$ cat src/rtl/sync_fifo_flags.sv
// Single-clock FIFO with arbitrary depth, programmable almost-full/almost-empty thresholds,
// exact fill level, standard or first-word-fall-through read, and sticky overflow/underflow flags.
module sync_fifo_flags #(
    parameter int BITS          = 32,
    parameter int SIZE          = 16,
    parameter int AFULL_THRESH  = SIZE - 2,
    parameter int AEMPTY_THRESH = 2,
    parameter int FWFT          = 0
) (
    input  logic                      clk,
    input  logic                      rst_n,
    input  logic                      p_write_en,
    input  logic [BITS-1:0]           p_write_data,
    output logic                      p_write_full,
    output logic                      p_write_almost_full,
    input  logic                      p_read_en,
    output logic [BITS-1:0]           p_read_data,
    output logic                      p_read_empty,
    output logic                      p_read_almost_empty,
    output logic [$clog2(SIZE+1)-1:0] p_level,
    output logic                      p_overflow,
    output logic                      p_underflow,
    input  logic                      p_clear_err
);

    localparam int PW = (SIZE > 1) ? $clog2(SIZE) : 1;
    localparam int LW = $clog2(SIZE + 1);

    if (SIZE < 2) begin : g_bad_size
        $fatal(1, "sync_fifo_flags: SIZE must be >= 2");
    end
    if ((AFULL_THRESH < 1) || (AFULL_THRESH > SIZE)) begin : g_bad_afull
        $fatal(1, "sync_fifo_flags: AFULL_THRESH must be in 1..SIZE");
    end
    if ((AEMPTY_THRESH < 0) || (AEMPTY_THRESH > SIZE - 1)) begin : g_bad_aempty
        $fatal(1, "sync_fifo_flags: AEMPTY_THRESH must be in 0..SIZE-1");
    end

    // Explicit wrap so that non-power-of-two depths work.
    function automatic logic [PW-1:0] ptr_inc(input logic [PW-1:0] ptr);
        return (ptr == PW'(SIZE - 1)) ? {PW{1'b0}} : ptr + PW'(1);
    endfunction

    logic [BITS-1:0] r_mem [SIZE];
    logic [PW-1:0]   r_wr_ptr;
    logic [PW-1:0]   r_rd_ptr;
    logic [LW-1:0]   r_level;
    logic            r_full;
    logic            r_almost_full;
    logic            r_empty;
    logic            r_almost_empty;
    logic [BITS-1:0] r_read_data;
    logic            r_overflow;
    logic            r_underflow;

    logic            w_wr_acc;
    logic            w_rd_acc;
    logic [PW-1:0]   w_wr_ptr_nxt;
    logic [PW-1:0]   w_rd_ptr_nxt;
    logic [LW-1:0]   w_level_nxt;
    logic [BITS-1:0] w_head_nxt;
    logic [BITS-1:0] w_read_data_nxt;

    assign w_wr_acc = p_write_en && !r_full;
    assign w_rd_acc = p_read_en && !r_empty;

    // Next pointers, level and read-data value.
    always_comb begin
        w_wr_ptr_nxt    = r_wr_ptr;
        w_rd_ptr_nxt    = r_rd_ptr;
        w_level_nxt     = r_level;
        w_head_nxt      = {BITS{1'b0}};
        w_read_data_nxt = r_read_data;
        if (w_wr_acc) begin
            w_wr_ptr_nxt = ptr_inc(r_wr_ptr);
        end else begin
            w_wr_ptr_nxt = r_wr_ptr;
        end
        if (w_rd_acc) begin
            w_rd_ptr_nxt = ptr_inc(r_rd_ptr);
        end else begin
            w_rd_ptr_nxt = r_rd_ptr;
        end
        case ({w_wr_acc, w_rd_acc})
            2'b10:   w_level_nxt = r_level + LW'(1);
            2'b01:   w_level_nxt = r_level - LW'(1);
            default: w_level_nxt = r_level;
        endcase
        // A write landing on the slot that becomes the head is seen through the write port.
        if (w_wr_acc && (r_wr_ptr == w_rd_ptr_nxt)) begin
            w_head_nxt = p_write_data;
        end else begin
            w_head_nxt = r_mem[w_rd_ptr_nxt];
        end
        if (FWFT != 0) begin
            w_read_data_nxt = (w_level_nxt == {LW{1'b0}}) ? {BITS{1'b0}} : w_head_nxt;
        end else if (w_rd_acc) begin
            w_read_data_nxt = r_mem[r_rd_ptr];
        end else begin
            w_read_data_nxt = r_read_data;
        end
    end

    // Storage array, intentionally not reset.
    always_ff @(posedge clk) begin
        if (w_wr_acc) begin
            r_mem[r_wr_ptr] <= p_write_data;
        end
    end

    // Pointers, level, status flags, read data and sticky errors.
    always_ff @(posedge clk or negedge rst_n) begin
        if (!rst_n) begin
            r_wr_ptr       <= {PW{1'b0}};
            r_rd_ptr       <= {PW{1'b0}};
            r_level        <= {LW{1'b0}};
            r_full         <= 1'b0;
            r_almost_full  <= 1'b0;
            r_empty        <= 1'b1;
            r_almost_empty <= 1'b1;
            r_read_data    <= {BITS{1'b0}};
            r_overflow     <= 1'b0;
            r_underflow    <= 1'b0;
        end else begin
            r_wr_ptr       <= w_wr_ptr_nxt;
            r_rd_ptr       <= w_rd_ptr_nxt;
            r_level        <= w_level_nxt;
            r_full         <= (w_level_nxt == LW'(SIZE));
            r_almost_full  <= (w_level_nxt >= LW'(AFULL_THRESH));
            r_empty        <= (w_level_nxt == {LW{1'b0}});
            r_almost_empty <= (w_level_nxt <= LW'(AEMPTY_THRESH));
            r_read_data    <= w_read_data_nxt;
            r_overflow     <= (p_write_en && r_full) ? 1'b1 : (p_clear_err ? 1'b0 : r_overflow);
            r_underflow    <= (p_read_en && r_empty) ? 1'b1 : (p_clear_err ? 1'b0 : r_underflow);
        end
    end

    assign p_write_full        = r_full;
    assign p_write_almost_full = r_almost_full;
    assign p_read_empty        = r_empty;
    assign p_read_almost_empty = r_almost_empty;
    assign p_level             = r_level;
    assign p_read_data         = r_read_data;
    assign p_overflow          = r_overflow;
    assign p_underflow         = r_underflow;

endmodule
$ cat config.mk
export PLATFORM = sky130hd
export DESIGN_NAME = sync_fifo_flags
export DESIGN_NICKNAME = d
export VERILOG_FILES = /design/src/rtl/sync_fifo_flags.sv
export SDC_FILE = /design/constraint.sdc
export NUM_CORES = 1
export LEC_CHECK = 0
export ABC_CLOCK_PERIOD_IN_PS = 2260
export CAP_MARGIN = 20
export CORE_MARGIN = 1
export CORE_UTILIZATION = 35
export CTS_CLUSTER_DIAMETER = 30
export DETAILED_ROUTE_END_ITERATION = 16
export MAX_ROUTING_LAYER = met4
export PLACE_DENSITY = 0.62
export SKIP_LAST_GASP = 1
export SYNTH_ARGS = -nofsm -noshare
export SYNTH_HDL_FRONTEND = slang
export SYNTH_SLANG_ARGS = --single-unit
$ cat constraint.sdc
create_clock -name clk -period 2.26 [get_ports clk]
set_input_delay 0.226 -clock clk [delete_from_list [all_inputs] [get_ports clk]]
set_output_delay 0.226 -clock clk [all_outputs]
set_load 0.01 [all_outputs]
### Word level (Yosys, flattened, before mapping)

Memory sizes are Yosys's and may differ from the RTL's. A register that Yosys moved wholly into a read port is not among the register bits.
Cells that the tools add are included.

* $add $sub $neg: 4
* order comparisons: 2
* equality and inequality tests: 5
* muxes and demuxes: 8
* reductions and logical operators: 10

Operators by type and width (count)
* 5-bit one-hot mux with 2 select lines: 1
* 4-bit by 1-bit adder with 4-bit output (second input constant): 2
* 4-bit equality test (second input constant): 2
* 4-bit 2-to-1 mux: 2
* 5-bit by 1-bit adder with 5-bit output (second input constant): 1
* 5-bit equality test (second input constant): 1
* 5-bit by 4-bit >= comparator with 1-bit output (second input constant): 1
* 5-bit by 2-bit less-or-equal comparator with 1-bit output (second input constant): 1
* 5-bit logical NOT: 1
* 1-bit 2-to-1 mux: 5
* 5-bit by 1-bit subtractor with 5-bit output (second input constant): 1
* 1-bit logical AND: 4
* 2-bit nonzero test: 2
* 1-bit logical NOT: 3
* 2-bit by 1-bit equality test with 1-bit output (second input constant): 1
* 2-bit equality test (second input constant): 1

* bits in registers: 19
* bits in writable memories: 512
* input bits: 37
* output and inout bits: 43
* memories: 1

Memories
* r_mem: depth 16, width 32, read ports 1, clocked after Yosys merged registers in 1, wr ports 1, line 44 `logic [BITS-1:0] r_mem [SIZE];`

### Longest topological paths before layout

Gate-level depths: netlist of the first run.

* depth after elaboration: 5
* gate-level depth with buffers: 10

### Least setup slack after synthesis of the first run

No wires, ideal clock.

* kind: register to register
* start point: register r_full, in the netlist p_write_full
* end point: register r_full, in the netlist p_write_full
* library setup time: 0.095 ns
* data arrival time: 2.193 ns
* path slack: -0.028 ns
* cell stages (with the launch flop): 11
* clock period less this slack: 2.288 ns
* path through: dfrtp_1 > nor2b_4 > buf_2 > nor2_1 > xor2_1 > ha_1 > or2_2 > a31oi_1 > o32ai_2 > xor2_1 > nor4b_2

* word-level cells in the longest chain between the ends: 5

RTL lines
* start: declaration: line 48 `logic r_full;`
* start signal: assignment: line 128 `r_full <= (w_level_nxt == LW'(SIZE));`
* 1-bit logical NOT *: line 64 `assign w_wr_acc = p_write_en && !r_full;`
* 1-bit logical AND *: line 64
* 2-bit by 1-bit equality test with 1-bit output or 2-bit equality test (tied branches): line 84 `case ({w_wr_acc, w_rd_acc})`
* 5-bit one-hot mux with 2 select lines *: line 84
* named net w_level_nxt[4]: line 60 `logic [LW-1:0] w_level_nxt;`
* 5-bit equality test *: line 128

The timed path passes the listed nets; every way through them passes the cells marked *.
A chain may end at the register's enable or synchronous reset.

==> summary.md, run 1 <==
| Metric | Value |
|---|---|
| Via count | `10700` |
| Share of post-route cells with drive strength above 1 | `0.361` |
| Area of the die | `62700 µm²` |
| Reg-to-reg slack, setup | `-10 ps` |
| Least-Margin Pin Slew | `619 ps` |
| Sequential-to-total area share from yosys stat | `0.771` |
| Static Leakage | `9.51 nW` |
| Average detailed-routed wire length per instance | `24.0 µm` |
| GP Congestion | `0.743` |
| Worst setup endpoint | `p_read_data[12]` |
| Remaining routing DRC violations | `0` |
| Relative slew slack | `0.586` |
| Final setup vio count | `1` |
| Crit path launch | `r_rd_ptr[0]` |
| Maximum operating frequency | `0.440 GHz` |
| Startpoint Class | `flop` |
| Filler cell count in the final layout | `4846` |
| Final hold violation count | `0` |
| Violations in the final reports | `setup timing` |
| Number of DRC violations after detailed-routing iteration 0 | `822` |
| Die height | `250 µm` |
| Antenna-violating nets left | `0` |
| Global-route wire length before repair | `74600 µm` |
| Slew Viols, Final | `0` |
| Boundary Pins | `80` |
| Total Wirelength | `49700 µm` |
| GRT Util Overall | `0.166` |
| Run status | `finished, violations left` |
| Cell count after synthesis | `975` |
| Vias/cell | `5.14` |
| Flip-flop and latch count after synthesis | `563` |
| Effective utilization at floorplan | `0.356` |
| Via count of the first global-routing pass | `11500` |
| RSZ-0062 raised after global routing | `yes` |
| Worst vdd rail ir drop | `0.000748 V` |
| Clock input transition at the sequential cells of the worst setup and hold paths | `50 ps` |
| Buffer type at the clock tree root | `sky130_fd_sc_hd__clkbuf_16` |
| Die outline width | `250 µm` |
| Worst-case setup slack after placement | `-424 ps` |
| Most frequent cells after synthesis | `512 x sky130_fd_sc_hd__edfxtp_1, 128 x sky130_fd_sc_hd__mux4_2, 49 x sky130_fd_sc_hd__dfrtp_1` |
| Placed wire-length estimate after detailed placement | `28400 µm` |
| Clock H-tree levels | `3` |
| Met3 global-route usage | `0.0342` |
| Total number of placement rows | `90` |
| Leftover overflow at the end of global routing | `0` |
| EDFF count, synth | `512` |
| Clock insertion delay at the later pin of the skew report | `640 ps` |
| Floorplan core area | `60700 µm²` |
| Largest clock skew in the final design | `32.8 ps` |
| Count of different cell masters after synthesis | `43` |
| Yosys top cell by area | `sky130_fd_sc_hd__edfxtp_1` |
| Area occupied by multi-input gates | `4800 µm²` |
| Start-to-end type of the worst setup path | `reg2reg` |
| Clock tree from TritonCTS | `built` |
| Number of detailed-routing iterations run before antenna repair | `5` |
| Worst path required time | `2770 ps` |
| Setup ws final | `-10.8 ps` |
| Maximum fanout along the worst path | `7` |
| Synth async-reset ratio | `0.0906` |
| Max_cap viols | `0` |
| Power per cell area | `1410 nW/µm²` |
| Largest net degree at the start of global routing | `40` |
| Post-layout util | `0.467` |
| Reg2reg path depth | `5` |
| Dominant register cell in the synthesized netlist | `sky130_fd_sc_hd__edfxtp_1` |
| Layer carrying the most global-route usage | `met2` |
| Antenna violations before repair | `1` |
| GR Layer Usage met2 | `0.267` |
| Bufs on Longest Clock Path | `3` |
| Num CTS Buffers | `107` |
| Most common cell in the synthesized netlist | `sky130_fd_sc_hd__edfxtp_1` |
| Area Growth Syn to Fin | `31.2%` |
| Met1 GRT Util | `0.213` |
| Final critical path time including I/O delays and setup | `2270 ps` |
| Total clock sinks | `563` |
| Setup TNS | `-10.8 ps` |
| Reg-to-reg critical path endpoint | `p_read_data[12]` |
| Storage cell area | `16700 µm²` |
| Mean area per synthesized cell | `22.1 µm²` |
| Hold Path Class | `in2async` |
| Post-Syn Area | `21600 µm²` |
| Port Buffers | `79` |
| Number of nets in the synthesized netlist | `1020` |
| Area contributors post-synth | `sky130_fd_sc_hd__edfxtp_1 71%, sky130_fd_sc_hd__mux4_2 13%, sky130_fd_sc_hd__dfrtp_1 5.7%` |
| Proportion of netlist area held by the largest area contributor | `0.712` |
| Synthesis Warnings | `0` |
| Startpoint of the worst-slack reg-to-reg timing path | `r_rd_ptr[0]` |
| Final worst-path cycle share | `1.00` |
| Element type at the critical path end | `flop` |
| Final #Nets | `1241` |
| Data arrival time at the worst-slack endpoint | `2780 ps` |
==> layout make-up <==
class,count,area share
Clock buffer,119,0.0979
Inverter,6,0.000795
Clock inverter,83,0.0383
Multi-Input combinational cell,355,0.170
Timing Repair Buffer,163,0.0703
Tap cell,782,0.0345
Antenna cell,1,0.0000884
Sequential cell,563,0.588
==> layout by cell type, fill, tap and decap left out, types with 18 or more instances in the layout <==
cell type and instances:
sky130_fd_sc_hd__edfxtp_1 512, sky130_fd_sc_hd__clkdlybuf4s50_1 78, sky130_fd_sc_hd__dfrtp_1 46, sky130_fd_sc_hd__nor2_1 36, sky130_fd_sc_hd__bufinv_16 20, sky130_fd_sc_hd__a221o_1 32
sky130_fd_sc_hd__mux2_2 32, sky130_fd_sc_hd__nand2_1 18, sky130_fd_sc_hd__buf_4 37, sky130_fd_sc_hd__mux2i_1 32, sky130_fd_sc_hd__buf_12 43, sky130_fd_sc_hd__mux4_2 128
sky130_fd_sc_hd__clkbuf_16 108
==> metal layers <==
metal | wire length, µm | vias up | share of wire
li1 | - | 4572 | -
met3 | 2780 | 58 | 0.056
met1 | 21100 | 5698 | 0.42
met2 | 25100 | 323 | 0.51
met4 | 724 | 0 | 0.015
met5 | 0 | - | 0
==> sequential cells by signal, indices dropped and copies added (netlist names) <==
name                 cells
p_read_almost_empty      1
p_overflow               1
r_rd_ptr                 4
r_wr_ptr                 4
r_mem                  512
p_write_full             1
p_level                  5
p_underflow              1
p_write_almost_full      1
p_read_empty             1
p_read_data             32
==> through the flow <==
stage | cell area [µm²] | std cells | hold slack, ps | total power (W)
floorplan | 21600 | 975 | -69.6 | 0.0194
global placement | 24200 | 1862 | 229 | 0.0232
detailed placement | 24200 | 1862 | 239 | 0.0234
CTS | 28200 | 2067 | 92.1 | 0.0403
global route | 28300 | 2072 | 120 | 0.0416
finish | 28300 | 2072 | 108 | 0.0401
==> worst min-delay path by stage <==
stage          start               to  slack (ps)  cells after the start
2_1_floorplan  rst_n       p_level[0]         -70                      0
3_3_place_gp   rst_n       p_level[2]         230                      1
3_5_place_dp   rst_n       p_level[3]         240                      1
4_1_cts        rst_n  p_read_data[22]          90                      2
5_1_grt        rst_n  p_read_data[22]         120                      2
6_report       rst_n  p_read_data[22]         110                      2
==> power breakdown <==
| group | switching (W) | internal (W) | leakage, nW |
|---|---|---|---|
| registers | 0.000789 | 0.0128 | 5.24 |
| clock network | 0.00540 | 0.0112 | 1.85 |
| logic | 0.00466 | 0.00523 | 2.41 |
| total | 0.0109 | 0.0292 | 9.51 |
==> timing repair <==
item                       CTS  global route
pin swaps                    4             1
gates cloned                 0             1
setup endpoints to repair    6             6
hold buffers                 1             0
gates resized for setup     15             4
setup buffers                2             3
hold endpoints to repair    34             0
==> kinds of logic (layout without fill, tap and decap cells) <==
logic type,Yosys count,after routing,share of synthesized area
fa+ha+maj,8,8,0.00464
mux,192,192,0.165
other cells,0,1,0
compound gates,54,54,0.0220
simple gates,94,94,0.0217
xor+xnor,7,7,0.00284
buf+inv,57,371,0.0123
flops,563,563,0.771
==> worst max-delay path, stage by stage, from the launching register on <==
cell and delay (ps):
sky130_fd_sc_hd__dfrtp_4 560, sky130_fd_sc_hd__buf_2 240, sky130_fd_sc_hd__buf_4 230, sky130_fd_sc_hd__mux4_2 520, sky130_fd_sc_hd__mux2_2 280, sky130_fd_sc_hd__a221o_1 320
No activity file was read; power rests on OpenSTA's default activity.
==> inputs of run 2 (changes only) <==
CORE_ASPECT_RATIO = 1.75   (was not set)
==> run 2 against run 1 <==
Sequential power about the same. Critical path type unchanged. Flip-flop and latch count unchanged. Highest routed layer unchanged. Utilization decreased by 3.6 points. The flow now finishes without violations. Register-to-register slack improved by 30 ps. Cell count decreased by 4.2%. Combinational power decreased by 3.3%. Non-clock buffer count decreased by 1. Cell area decreased by 7.1%. Global-route usage decreased by 0.45 points.
==> summary.md, run 2 (synthesis gave the netlist of run 1 again) <==
| Metric | Value |
|---|---|
| RSZ-0062 raised after global routing | `yes` |
| Boundary Pins | `80 (unchanged)` |
| Sequential cell fraction of total power | `0.412 (+0.073)` |
| Worst-case setup slack after placement | `-475 ps (-50.7 ps)` |
| GRT Util Overall | `0.162 (-0.00454)` |
| Total number of placement rows | `120 (+33%)` |
| Cell Chain, Critical Path | `nand2b_4 > nor2_2 > ha_2 > or4_4 > o32ai_4 > xor2_4 > nor4b_4` |
| Start-to-end type of the worst setup path | `reg2reg` |
| Reg-to-reg critical path endpoint | `p_write_full` |
| Reg2reg path depth | `7 (+2)` |
| Data arrival time at the worst-slack endpoint | `2740 ps (-40 ps)` |
| Filler cell count in the final layout | `5128 (+5.8%)` |
| Clock tree from TritonCTS | `built` |
| Floorplan core area | `61100 µm² (+0.68%)` |
| Net switching fraction of the power | `0.284 (+0.0133)` |
| Max stage delay cell, worst path | `sky130_fd_sc_hd__dfstp_2` |
| Startpoint Class | `flop` |
| Placed wire-length estimate after detailed placement | `29400 µm (+3.5%)` |
| Total Wirelength | `48000 µm (-3.4%)` |
| Reg-to-reg slack, setup | `20 ps (+30 ps)` |
| Final hold violation count | `0 (unchanged)` |
| Number of DRC violations after detailed-routing iteration 0 | `610 (-26%)` |
| Most frequent cells in the layout | `512 x sky130_fd_sc_hd__edfxtp_1, 128 x sky130_fd_sc_hd__mux4_2, 78 x sky130_fd_sc_hd__clkdlybuf4s50_1` |
| Number of cells after detailed placement | `1877 (+0.81%)` |
| Element type at the critical path end | `flop` |
| Number of detailed-routing iterations run before antenna repair | `4 (-1)` |
| Startpoint of the worst-slack reg-to-reg timing path | `p_read_empty` |
| Worst path required time | `2750 ps (-20 ps)` |
| Final worst-path cycle share | `0.993 (-0.0116)` |
| Average detailed-routed wire length per instance | `24.2 µm (+0.91%)` |
| Hold Path Class | `in2reg` |
| Cell depth of the worst setup path | `7 (+2)` |
| GP Congestion | `0.772 (+4.0%)` |
| Relative slew slack | `0.395 (-0.191)` |
| Largest net degree at the start of global routing | `52 (+30%)` |
| Worst vdd rail ir drop | `0.000608 V (-19%)` |
| Count of cells along the worst hold path | `3` |
| Die height | `331 µm (+32%)` |
| Effective utilization at floorplan | `0.353 (-0.00240)` |
| Vias/cell | `5.15 (+0.24%)` |
| Die outline width | `190 µm (-24%)` |
| Leftover overflow at the end of global routing | `0 (unchanged)` |
| Area of the die | `62700 µm² (about the same)` |
| Bufs on Longest Clock Path | `3 (unchanged)` |
| Flip-flop count of the largest register, all copies and words added | `512 (unchanged)` |
| Final #Nets | `1187 (-4.4%)` |
| Least-Margin Pin Slew | `908 ps (+289 ps)` |
| Crit path launch | `p_read_empty` |
| Largest clock skew in the final design | `27.1 ps (-5.72 ps)` |
| Final setup vio count | `0 (-1)` |
| Slew Viols, Final | `0 (unchanged)` |
| Total clock sinks | `563 (unchanged)` |
| Placement Cell Area | `24200 µm² (-0.12%)` |
| Clock H-tree levels | `2 (-1)` |
| Buffer type at the clock tree root | `sky130_fd_sc_hd__clkbuf_16` |
| Static Leakage | `8.55 nW (-10%)` |
| Largest delay share family, worst path | `simple AND/OR/NAND/NOR gates` |
| Crit path largest cell delay | `540 ps (-20 ps)` |
| Most frequent standard cell in the layout excluding fill and tap cells | `sky130_fd_sc_hd__edfxtp_1` |
| Post-route cell area | `26300 µm² (-7.1%)` |
| Reg with most FFs | `r_mem` |
| Maximum operating frequency | `0.446 GHz (+1.2%)` |
| Run status | `finished, final reports clean` |
| Antenna violations before repair | `3 (+2)` |
| Remaining routing DRC violations | `0 (unchanged)` |
| Num CTS Buffers | `54 (-50%)` |
| Power per cell area | `1250 nW/µm² (-12%)` |
| Port Buffers | `79 (unchanged)` |
| Worst setup endpoint | `p_write_full` |
| Setup ws final | `15.6 ps (+26.3 ps)` |
| Max_cap viols | `0 (unchanged)` |
| Part of the power in combinational logic | `0.291 (+0.044)` |
| Clock input transition at the sequential cells of the worst setup and hold paths | `60 ps (about the same)` |
| P_int | `0.0235 W (-20%)` |
| Area Growth Syn to Fin | `21.9%` |
| Switching component of the power | `0.00933 W (-14%)` |
| Via count of the first global-routing pass | `11000 (-4.0%)` |
| Non-filler instance count after layout | `1984 (-4.2%)` |
| Clock insertion delay at the later pin of the skew report | `600 ps (-40 ps)` |
| Global-route wire length before repair | `71800 µm (-3.7%)` |
| Maximum fanout along the worst path | `5 (-2)` |
| Number of buffers and inverters on the critical path | `0 (-2)` |
| Antenna-violating nets left | `0 (unchanged)` |
| Final critical path time including I/O delays and setup | `2240 ps (-26.3 ps)` |
| Clock network fraction of design power | `0.296 (-0.118)` |
| Share of post-route cells with drive strength above 1 | `0.316 (-0.0451)` |
| Via count | `10200 (-4.0%)` |
==> run 2: cell count changes in the layout (fill, tap and decap cells not counted), sizes merged <==
cell	delta
bufinv	-10
inv	-4
diode	+2
clkinvlp	-9
clkbuf	-57
clkinv	-21
==> run 2: metal layers <==
layer	wire length (µm)	track usage
met3	1640	0.0199
met1	17900	0.177
met5	0	-
met2	27000	0.296
met4	1540	0.0638
==> run 2: worst register-to-register path, cell delays in order (launching register included) <==
cell	delay (ps)
sky130_fd_sc_hd__dfstp_2	540
sky130_fd_sc_hd__nand2b_4	140
sky130_fd_sc_hd__nor2_2	60
sky130_fd_sc_hd__ha_2	190
sky130_fd_sc_hd__or4_4	520
sky130_fd_sc_hd__o32ai_4	200
sky130_fd_sc_hd__xor2_4	260
sky130_fd_sc_hd__nor4b_4	250
==> run 2: layout make-up <==
cell class | instances | area [µm²] | share of cell area
Sequential cell | 563 | 16700 | 0.633
Multi-Input combinational cell | 355 | 4810 | 0.183
Timing Repair Buffer | 162 | 1860 | 0.0707
Clock buffer | 63 | 1410 | 0.0535
Tap cell | 793 | 992 | 0.0377
Clock inverter | 39 | 546 | 0.0207
Inverter | 6 | 22.5 | 0.000856
Antenna cell | 3 | 7.51 | 0.000285
==> run 2: what timing repair did <==
item / CTS / global route
endpoints found under the hold margin: 49 / 0
gates resized for setup: 13 / 5
setup endpoints to repair: 4 / 5
hold buffers: 1 / 0
setup buffers: 1 / 0
pin swaps: 5 / 2
==> run 2: metrics by stage <==
step           hold WS [ps]  TNS, ps  utilization  total power [W]
2_1_floorplan         -69.6        0            -           0.0194
3_5_place_dp            407    -3320        0.396           0.0233
3_3_place_gp            381    -2010        0.396           0.0232
6_report                233        0        0.431           0.0328
4_1_cts                 201    -3.68        0.430           0.0332
5_1_grt                 279     -179        0.431           0.0342
==> run 2: worst min-delay path by stage <==
stage / from / end
floorplan: rst_n / p_level[0]
global placement: rst_n / p_read_data[26]
detailed placement: rst_n / p_read_data[27]
CTS: p_write_en / p_overflow
global route: p_clear_err / p_overflow
finish: p_write_en / p_overflow
==> run 2: power groups by stage <==
stage	Clock, W	Combinational [W]	Sequential [W]
2_1_floorplan	0	0.00590	0.0135
3_3_place_gp	0	0.00948	0.0137
3_5_place_dp	0	0.00955	0.0138
4_1_cts	0.00995	0.00973	0.0136
5_1_grt	0.0103	0.0103	0.0137
6_report	0.00974	0.00957	0.0135
==> inputs of run 3 (changes only) <==
CTS_CLUSTER_SIZE = 24   (was not set)
RECOVER_POWER = 25   (was not set)
==> run 3 against run 2 <==
Count of clock-buffer cells in the layout fell by 8. Cell area shrank 0.10%. Sequential power about the same. Global-route usage barely moved. Non-clock buffer count unchanged. Register-to-register slack about the same. Worst hold slack improved by 1.7 ps. Sequential share of layout area grew 0.066 points. Total power down 0.94%. Via count down 0.20%. Highest routed layer unchanged.
==> summary.md, run 3 (synthesis gave the netlist of run 1 again) <==
| Metric | Value |
|---|---|
| Run status | `finished, final reports clean` |
| Max_cap viols | `0 (unchanged)` |
| Relative slew slack | `0.397 (+0.00189)` |
| Final setup vio count | `0 (unchanged)` |
| Clock tree from TritonCTS | `built` |
| Maximum operating frequency | `0.444 GHz (-0.41%)` |
| Placement Cell Area | `24200 µm² (unchanged)` |
| Worst vdd rail ir drop | `0.000610 V (+0.38%)` |
| Remaining routing DRC violations | `0 (unchanged)` |
| Layer carrying the most global-route usage | `met2` |
| Hold Path Class | `in2reg` |
| Number of buffers and inverters on the critical path | `0 (unchanged)` |
| Cell depth of the worst setup path | `7 (unchanged)` |
| Reg2reg path depth | `7 (unchanged)` |
| Crit path largest cell delay | `540 ps (about the same)` |
| Boundary Pins | `80 (unchanged)` |
| Buffer type at the clock tree root | `sky130_fd_sc_hd__clkbuf_16` |
| Via count | `10200 (-0.20%)` |
| RSZ-0062 raised after global routing | `yes` |
| Area Growth Syn to Fin | `21.7%` |
| GP Congestion | `0.772 (unchanged)` |
| Bufs on Longest Clock Path | `3 (unchanged)` |
| Num CTS Buffers | `53 (-1.9%)` |
| Flip-flop count of the largest register, all copies and words added | `512 (unchanged)` |
| Met3 global-route usage | `0.0192 (-0.000742)` |
| Antenna-violating nets left | `0 (unchanged)` |
| Static Leakage | `8.54 nW (-0.20%)` |
| Antenna violations before repair | `5 (+2)` |
| Via count of the first global-routing pass | `11000 (-0.26%)` |
| Number of DRC violations after detailed-routing iteration 0 | `625 (+2.5%)` |
| Worst path required time | `2750 ps (about the same)` |
| GRT Util Overall | `0.162 (about the same)` |
| Setup TNS | `0 ps (unchanged)` |
| Maximum fanout along the worst path | `5 (unchanged)` |
| Die outline width | `190 µm (unchanged)` |
| Met1 GRT Util | `0.176 (-0.00102)` |
| Share of post-route cells with drive strength above 1 | `0.323 (+0.00755)` |
| Post-route cell area | `26300 µm² (-0.10%)` |
| Leftover overflow at the end of global routing | `0 (unchanged)` |
| Startpoint Class | `flop` |
| Cell Chain, Critical Path | `nand2b_4 > nor2_2 > ha_2 > or4_4 > o32ai_4 > xor2_4 > nor4b_4` |
| Effective utilization at floorplan | `0.353 (unchanged)` |
| Start-to-end type of the worst setup path | `reg2reg` |
| Total clock sinks | `563 (unchanged)` |
| Placed wire-length estimate after detailed placement | `29400 µm (unchanged)` |
| Count of cells along the worst hold path | `3 (unchanged)` |
| Data arrival time at the worst-slack endpoint | `2740 ps (about the same)` |
| Die height | `331 µm (unchanged)` |
| Post-layout util | `0.430 (-0.000451)` |
| Element type at the critical path end | `flop` |
| Slew Viols, Final | `0 (unchanged)` |
| Reg with most FFs | `r_mem` |
| Least-Margin Pin Slew | `905 ps (-2.84 ps)` |
| Vias/cell | `5.15 (about the same)` |
| Total Wirelength | `47900 µm (-0.12%)` |
| Global-route wire length before repair | `71900 µm (about the same)` |
| Max stage delay cell, worst path | `sky130_fd_sc_hd__dfstp_2` |
| Power per cell area | `1240 nW/µm² (-0.84%)` |
| Worst hold slack after final layout | `234 ps (+1.71 ps)` |
| Final worst-path cycle share | `0.997 (+0.00404)` |
| Most frequent standard cell in the layout excluding fill and tap cells | `sky130_fd_sc_hd__edfxtp_1` |
| Largest net degree at the start of global routing | `52 (unchanged)` |
| Clock insertion delay at the later pin of the skew report | `600 ps (about the same)` |
| Final #Nets | `1186 (-0.084%)` |
| GR Layer Usage met2 | `0.298 (+0.00223)` |
| Post-route total power | `0.0325 W (-0.94%)` |
| Final critical path time including I/O delays and setup | `2250 ps (+9.14 ps)` |
| Clock input transition at the sequential cells of the worst setup and hold paths | `70 ps (about the same)` |
| Floorplan core area | `61100 µm² (unchanged)` |
| Number of detailed-routing iterations run before antenna repair | `7 (+3)` |
| Total number of placement rows | `120 (unchanged)` |
| Average detailed-routed wire length per instance | `24.2 µm (about the same)` |
| Area of the die | `62700 µm² (unchanged)` |
| Largest delay share family, worst path | `simple AND/OR/NAND/NOR gates` |
| Largest clock skew in the final design | `21.1 ps (-5.94 ps)` |
| Port Buffers | `79 (unchanged)` |
| Final hold violation count | `0 (unchanged)` |
| Clock H-tree levels | `2 (unchanged)` |
| Most frequent cells in the layout | `512 x sky130_fd_sc_hd__edfxtp_1, 128 x sky130_fd_sc_hd__mux4_2, 57 x sky130_fd_sc_hd__clkdlybuf4s50_1` |
run 3: changes by cell type in the layout (fill, tap and decap cells not counted), sizes merged, moves of 8 or more:
cell / before / now
clkdlybuf4s50: 78 / 57
dlygate4sd3: 1 / 22
inv: 15 / 28
bufinv: 10 / 2
clkbuf: 63 / 55
run 3: area by class of cell:
cell class,count,area [µm²]
Antenna cell,3,7.51
Clock buffer,55,1360
Clock inverter,44,569
Fill cell,5135,34800
Inverter,6,22.5
Multi-Input combinational cell,355,4810
Sequential cell,563,16700
Tap cell,793,992
Timing Repair Buffer,162,1860
run 3: metal layers:
| layer | wire (µm) | part of all wire | vias up |
|---|---|---|---|
| li1 | - | - | 4411 |
| met1 | 18000 | 0.37 | 5502 |
| met2 | 26900 | 0.56 | 202 |
| met3 | 1430 | 0.030 | 88 |
| met4 | 1660 | 0.035 | 0 |
| met5 | 0 | 0 | - |
run 3: timing repair:
item,4_1_cts,5_1_grt
hold buffers,1,0
setup buffers,1,0
endpoints found under the hold margin,49,0
setup endpoints to repair,4,6
pin swaps,5,2
resized for setup,13,5
run 3: power by group:
group | internal [W] | switching, W
logic | 0.00503 | 0.00453
clock network | 0.00496 | 0.00449
registers | 0.0127 | 0.000779
total | 0.0227 | 0.00980
run 3: through the flow:
| stage | setup WS (ps) | instances |
|---|---|---|
| global placement | -282 | 1877 |
| finish | 6.42 | 1981 |
| detailed placement | -475 | 1877 |
| CTS | -5.31 | 1978 |
| floorplan | 7.37 | 975 |
| global route | -75.8 | 1981 |
run 3: worst paths after layout:
path                                  from               to  slack, ps
setup / recovery              p_read_empty     p_write_full          6
hold / removal                  p_write_en       p_overflow        230
setup reg to reg              p_read_empty     p_write_full          6
hold reg to reg            p_read_data[16]  p_read_data[16]        520
max in group asynchronous            rst_n      r_rd_ptr[0]       1290
min in group asynchronous            rst_n  p_read_data[27]        250
run 3: worst min-delay path, cell delays in order:
cell	delay, ps
sky130_fd_sc_hd__clkdlybuf4s50_1	430
sky130_fd_sc_hd__nand2_1	60
sky130_fd_sc_hd__o21ai_0	60
==> RTL edit (settings of run 2) <==
Change the parameter `FWFT` from 0 to 1.
--- a/src/rtl/sync_fifo_flags.sv
+++ b/src/rtl/sync_fifo_flags.sv
@@ -6,5 +6,5 @@
     parameter int AFULL_THRESH  = SIZE - 2,
     parameter int AEMPTY_THRESH = 2,
-    parameter int FWFT          = 0
+    parameter int FWFT          = 1
 ) (
     input  logic                      clk,
Formal check against the unedited RTL: not equivalent (a bounded check fails within 4 cycles, from zero or initial values and one cycle with rst_n low).
==> RTL edit against run 2 <==
  * The run now ends with setup timing left
  * Cell area increased by 8.5%
  * Clock power grew 19%
  * Sequential cell count did not move
  * Global-route usage increased by 2.6 points
  * Wire length rose by 24%
  * Setup slack lost 0.60 ns
  * Synthesized area grew 4.6%
  * Via count up 35%
  * Total power up 26%
  * Largest cell class unchanged
==> RTL edit: results (changes against run 2) <==
outcome: "complete, but fails checks"  # was finished clean
violations: "setup timing"
tns_ns: -19.05  # was 0 ns
n_antenna_cell: 1  # was 3
grt.total_usage: 0.188  # was 0.162
grt_pass1_vias: 14000  # was 11032
drtPass1Iterations: 5  # was 4
setup_viol: 37  # was 0
reg2regPathDepth: 15  # was 7
antenna_found_initial: 1  # was 3
hp-start: "p_clear_err"  # was p_write_en
share_comb_of_total_power: 0.398  # was 0.291
min_to: "p_underflow"  # was p_overflow
drt_iter0_drc: 1218  # was 610
inv_count: 43  # was 6
buffer_area_frac: 0.0941  # was 0.0707
seq_area_frac_synth: 0.738  # was 0.771
post_route_cells_drive_above_1_share: 0.198  # was 0.316
endpoint: "p_read_data[6]"  # was p_write_full
synth_cell_types: 63  # was 43
switching_share: 0.350  # was 0.284
netlist_top_cells_area: "edfxtp_1, mux2i_1, dfrtp_1, nand2_1, nand3_1"  # was edfxtp_1, mux4_2, dfrtp_1, mux2_2, a221o_1
nMultiInputCombCells: 807  # was 355
setup_slack_ns: -0.582  # was 0.0156 ns
clkCellAreaFrac: 0.0866  # was 0.0742
place.gp.congestion: 0.796  # was 0.772
n_clock_buffer: 78  # was 63
synth-compound-area-share: 0.0767  # was 0.0220
RTL edit: cell types whose count changed after synthesis, moves of 32 or more:
cell	before	now
a221o_1	32	0
a31oi_1	1	63
o221ai_1	0	62
inv_1	5	40
nand3_1	3	129
mux2i_1	32	127
nand2_1	18	276
mux4_2	128	0
RTL edit: layer usage:
layer	wire (um)	vias to the layer above	share of wire	GRT usage
met3	2670	145	0.045	0.0232
met2	31800	443	0.53	0.336
met5	0	-	0	-
met1	22700	7048	0.38	0.207
met4	2460	0	0.041	0.0908
li1	-	6201	-	-
RTL edit: through the flow:
step                      power, mW  setup slack (ns)  cells  hold WS [ns]
after CTS                      41.6            -0.594   2579         0.258
after global placement         29.2            -0.913   2440         0.401
after global routing           43.3            -0.711   2581         0.276
after detailed placement       29.5            -0.910   2440         0.403
after floorplan                22.6            -0.626   1512       -0.0696
final                          41.5            -0.582   2581         0.285
